## src/rtl/out_gain.sv

```systemverilog
// Output gain stage: offset-binary sample times a slowly ramped gain code.
// Two-stage pipeline (multiply, then scale/saturate) with a stretched clip indicator.
module out_gain #(
    parameter int SIG_BITS    = 16,
    parameter int GAIN_BITS   = 8,
    parameter int UNITY_SHIFT = 7,
    parameter int CLIP_HOLD   = 4800
) (
    input  logic                 clk,
    input  logic                 reset_n,
    input  logic [SIG_BITS-1:0]  in,
    input  logic                 in_valid,
    input  logic [GAIN_BITS-1:0] gain,
    output logic [SIG_BITS-1:0]  out,
    output logic                 out_valid,
    output logic                 clip,
    output logic                 clip_led
);

    localparam int PW = SIG_BITS + GAIN_BITS + 1;
    localparam int CW = (CLIP_HOLD < 1) ? 1 : $clog2(CLIP_HOLD + 1);

    localparam logic signed [PW-1:0] SAT_MAX = {{(PW-SIG_BITS+1){1'b0}}, {(SIG_BITS-1){1'b1}}};
    localparam logic signed [PW-1:0] SAT_MIN = {{(PW-SIG_BITS+1){1'b1}}, {(SIG_BITS-1){1'b0}}};

    logic [GAIN_BITS-1:0]       g_eff_q, g_eff_d;
    logic signed [PW-1:0]       s_ext, g_ext;
    logic signed [PW-1:0]       p_q, p_d;
    logic                       v1_q;
    logic signed [PW-1:0]       q;
    logic signed [SIG_BITS-1:0] qc;
    logic                       sat;
    logic [SIG_BITS-1:0]        out_q, out_d;
    logic                       out_valid_q;
    logic                       clip_q, clip_d;
    logic [CW-1:0]              cnt_q, cnt_d;

    // Stage 1: decode offset binary, multiply by the gain in effect this cycle, ramp gain.
    always_comb begin
        s_ext = PW'($signed({~in[SIG_BITS-1], in[SIG_BITS-2:0]}));
        g_ext = $signed(PW'({1'b0, g_eff_q}));
        p_d   = s_ext * g_ext;

        g_eff_d = g_eff_q;
        if (in_valid) begin
            if (g_eff_q < gain)
                g_eff_d = g_eff_q + GAIN_BITS'(1);
            else if (g_eff_q > gain)
                g_eff_d = g_eff_q - GAIN_BITS'(1);
        end
    end

    // Stage 2: floor-scale, clamp to the signed sample range, re-encode offset binary.
    always_comb begin
        q   = p_q >>> UNITY_SHIFT;
        sat = 1'b0;
        qc  = q[SIG_BITS-1:0];
        if (q > SAT_MAX) begin
            sat = 1'b1;
            qc  = {1'b0, {(SIG_BITS-1){1'b1}}};
        end else if (q < SAT_MIN) begin
            sat = 1'b1;
            qc  = {1'b1, {(SIG_BITS-1){1'b0}}};
        end

        out_d  = out_q;
        clip_d = 1'b0;
        cnt_d  = cnt_q;
        if (v1_q) begin
            out_d  = {~qc[SIG_BITS-1], qc[SIG_BITS-2:0]};
            clip_d = sat;
            // A clip reloads the hold even when this output would otherwise count down.
            if (sat)
                cnt_d = CW'(CLIP_HOLD);
            else if (cnt_q != '0)
                cnt_d = cnt_q - CW'(1);
        end
    end

    always_ff @(posedge clk or negedge reset_n) begin
        if (!reset_n) begin
            g_eff_q     <= '0;
            p_q         <= '0;
            v1_q        <= 1'b0;
            out_q       <= {1'b1, {(SIG_BITS-1){1'b0}}};
            out_valid_q <= 1'b0;
            clip_q      <= 1'b0;
            cnt_q       <= '0;
        end else begin
            g_eff_q     <= g_eff_d;
            if (in_valid)
                p_q     <= p_d;
            v1_q        <= in_valid;
            out_q       <= out_d;
            out_valid_q <= v1_q;
            clip_q      <= clip_d;
            cnt_q       <= cnt_d;
        end
    end

    assign out       = out_q;
    assign out_valid = out_valid_q;
    assign clip      = clip_q;
    assign clip_led  = (cnt_q != '0);

endmodule

```

## config.mk

```make
export PLATFORM = sky130hd
export DESIGN_NAME = out_gain
export DESIGN_NICKNAME = d
export VERILOG_FILES = /design/src/rtl/out_gain.sv
export SDC_FILE = /design/constraint.sdc
export NUM_CORES = 1
export LEC_CHECK = 0
export ABC_AREA = 1
export ABC_CLOCK_PERIOD_IN_PS = 5800
export CAP_MARGIN = 10
export CORE_UTILIZATION = 43
export DETAILED_ROUTE_END_ITERATION = 16
export GPL_TIMING_DRIVEN = 0
export MAX_ROUTING_LAYER = met4
export PLACE_DENSITY_LB_ADDON = 0.2
export SYNTH_ARGS = -nofsm -noshare
export SYNTH_HDL_FRONTEND = slang
export SYNTH_SLANG_ARGS = --single-unit
```

## constraint.sdc

```tcl
create_clock -name clk -period 5.8 [get_ports clk]
set_clock_uncertainty 0.15 [all_clocks]
set_input_delay 1.45 -clock clk [delete_from_list [all_inputs] [get_ports clk]]
set_output_delay 1.45 -clock clk [all_outputs]
set_load 0.01 [all_outputs]
```

==> results_dict.tcl, run 1 <==
set metrics [dict create \
    outcome "finished, violations left" \
    violations "design-rule violations" \
    fin_cells 1336 \
    root_buffer "clkbuf_16" \
    nNetsFinal 1292 \
    cp_num_buf_inv 5 \
    synth_compound_area_share_pct 6.86 \
    drt_iter0_markers 344 \
    cts_hold_buf 0 \
    start_kind "input pin" \
    cts_tree "yes" \
    layout.filler_cells 1826 \
    yosysWarnings 0 \
    slew_viol_final 0 \
    final_util_pct 49.2 \
    seq_area_um2 1450 \
    synth_top_cell_by_area "fa_1" \
    dpl_cell_area_um2 8540 \
    worst_pin_slew_ps 790 \
    cts.clk_slew.worst_paths_ps 50 \
    worst_path_max_delay_cell "fa_1" \
    syn_area_um2 7970 \
    path_cells "clkbuf_1, nand2_1, fa_1, inv_1, fa_1, fa_1, inv_1, fa_1, inv_1, ha_1, nand2_1, nor2_1, inv_1, nor3_1, nand3_1, nand3_1, nand2_1, nand3_1, nand2_1" \
    maxCapViolCount 0 \
    worst-path-max-fanout 8 \
    synthArstFlopShare_pct 100 \
    dp_cells 1320 \
    fin_tns_setup_ps 0 \
    htree_levels 3 \
    antenna_found_initial 0 \
    synth-xor-area-share_pct 2.31 \
    pin_count 46 \
    num_rows 49 \
    slew-limit-headroom_pct 47.3 \
    die-area_um2 19100 \
    ys_seq_elements 58 \
    wl_um 17900 \
    core_area_um2 18100 \
    final_layout_size_suffix_gt1_share_pct 6.68 \
    met3_usage_pct 2.11 \
    synth_fa_ha_area_share_pct 35.2 \
    end_kind "flip-flop" \
    die_x_um 138 \
    ys_types 41 \
    syn2layout_area_growth_pct 11.6 \
    synth.most_common_cell "inv_1" \
    synthMuxAreaShare_pct 0 \
    grt-busiest-layer "met2" \
    post_drt_via_cell_ratio 4.81 \
    clock_sinks 58 \
    hold_violations 0 \
    rsz0062_at_grt "false" \
    grt_pass1_wl_um 32600 \
    grt_use_total_pct 22.0 \
    place_congestion 0.870 \
    cts_inserted_buffers 9 \
    worstSkewPairLatency_ps 330 \
    grt_use_met1_pct 28.1 \
    postRouteAntennaNets 0 \
    period_share_pct 95.3 \
    synth_top_area_share_pct 25.6 \
    worstPathRequired_ps 5870 \
    ys_top_cells_by_area "fa_1 (26%), dfrtp_1 (18%), inv_1 (13%)" \
    io_buffer_count 29 \
    grt_pass1_vias 6769 \
    clockBufferDepth 2 \
    synthSimpleGateAreaFrac_pct 21.6 \
    grtUsageMet2_pct 37.6 \
    fmax_ghz 0.181 \
    seq_area_frac_synth_pct 18.2 \
    synth_ff_type "dfrtp_1" \
    multi_input_area_um2 5270 \
    setup_violations 0 \
    final_area_um2 8890 \
    crit_type "input pin to flip-flop" \
    wl_per_cell_um 13.4 \
    num_vias 6427 \
    synthTopCellsByCount "inv_1 (277), nand2_1 (258), fa_1 (102), ha_1 (61), dfrtp_1 (57)" \
    drt-pass1-iter-count 11 \
    overflow 0 \
    syn-num-nets 1252 \
    hpwl_um 14500 \
    critPathArrivalTime_ps 5600 \
    synth_top_family_by_area "adder cells" \
    die_h_um 138 \
    syn_inst 1062 \
    min_path_type "flip-flop to flip-flop" \
    synth_edf_count 0 \
    period_needed_ps 5530 \
    synth.avg_cell_area_um2 7.50 \
    path_delay_family "adder cells" \
    start_util_pct 44.1 \
    antenna_cells 0 \
    slowest_delay_ps 560 \
    grt_max_degree 59 \
    drcViolationCount 4 \
]
## placed cells by master (no fill, tap or decap), types with 6 or more instances in the layout
master           instances
o21ai_1                 21
nand3_1                 37
nand2_2                 11
inv_1                  276
clkbuf_2                 6
ha_1                    61
o21ai_0                 32
fa_1                   101
xor2_1                   6
nand4_1                  6
nor3_1                  13
clkdlybuf4s50_1         28
nor2_1                  46
clkbuf_1                26
xnor2_1                 15
clkbuf_16                9
a21oi_1                 32
dfrtp_1                 57
nand2_1                258
inv_2                    8
## final timing paths
kind	endpoint	slack [ps]	depth (start not counted)	startpoint
worst max-delay path	p_q[22]	270	19	in[12]
worst min-delay path	out[15]	320	1	p_q[24]
worst max register to register	p_q[22]	300	20	g_eff_q[4]
worst min register to register	out[15]	320	1	p_q[24]
max in group asynchronous	out[6]	3920	1	reset_n
min in group asynchronous	g_eff_q[4]	1050	1	reset_n
## registers in the layout (all words and copies together) (netlist names)
register   count
out_valid      1
v1_q           1
g_eff_q        8
cnt_q         13
clip           1
p_q           18
out           16
## timing repair
| item | in CTS | in global routing |
|---|---|---|
| gates resized for setup | 0 | 16 |
| setup buffers | 0 | 0 |
| setup endpoints to repair | 0 | 6 |
## routing by layer
metal | wire [µm] | up-vias
met5 | 0 | -
met4 | 294 | 0
met3 | 479 | 22
met2 | 8830 | 84
met1 | 8310 | 3105
li1 | - | 3216
## cells by family (layout without fill, tap and decap cells)
group                    after synthesis  after routing
flip-flops                            58             58
buffers and inverters                325            370
AND/OR/NAND/NOR                      394            394
XOR/XNOR                              21             21
AO/OA/AOI/OAI                        101            101
adder cells (fa/ha/maj)              163            163
## through the flow
step / hold WS (ps) / worst slack [ps]
final: 318 / 274
after global routing: 357 / 3.00
after CTS: 320 / 234
after detailed placement: 311 / -99.1
after global placement: 314 / -122
after floorplan: 278 / 297
## cell type report
cell class / instances / area share [%]
Buffer: 40 / 2.15
Inverter: 285 / 12.1
Clock inverter: 4 / 0.830
Tap cell: 229 / 3.22
Clock buffer: 12 / 2.89
Multi-Input combinational cell: 679 / 59.3
Sequential cell: 58 / 16.3
Timing Repair Buffer: 29 / 3.24
Power of run 1 is left out: the tool's default activity adds up to more than one toggle a clock period on the data nets, which glitch-free logic cannot reach.
==> run 2, diff against run 1 <==
--- a/config.mk
+++ b/config.mk
@@ -13,6 +13,7 @@
 export GPL_TIMING_DRIVEN = 0
 export MAX_ROUTING_LAYER = met4
 export PLACE_DENSITY_LB_ADDON = 0.2
+export SKIP_CTS_REPAIR_TIMING = 1
 export SYNTH_ARGS = -nofsm -noshare
 export SYNTH_HDL_FRONTEND = slang
 export SYNTH_SLANG_ARGS = --single-unit
==> results of run 2 <==
No change in the layout: final DEF, timing and power equal those of run 1.
Power of run 2 is left out for the same reason.
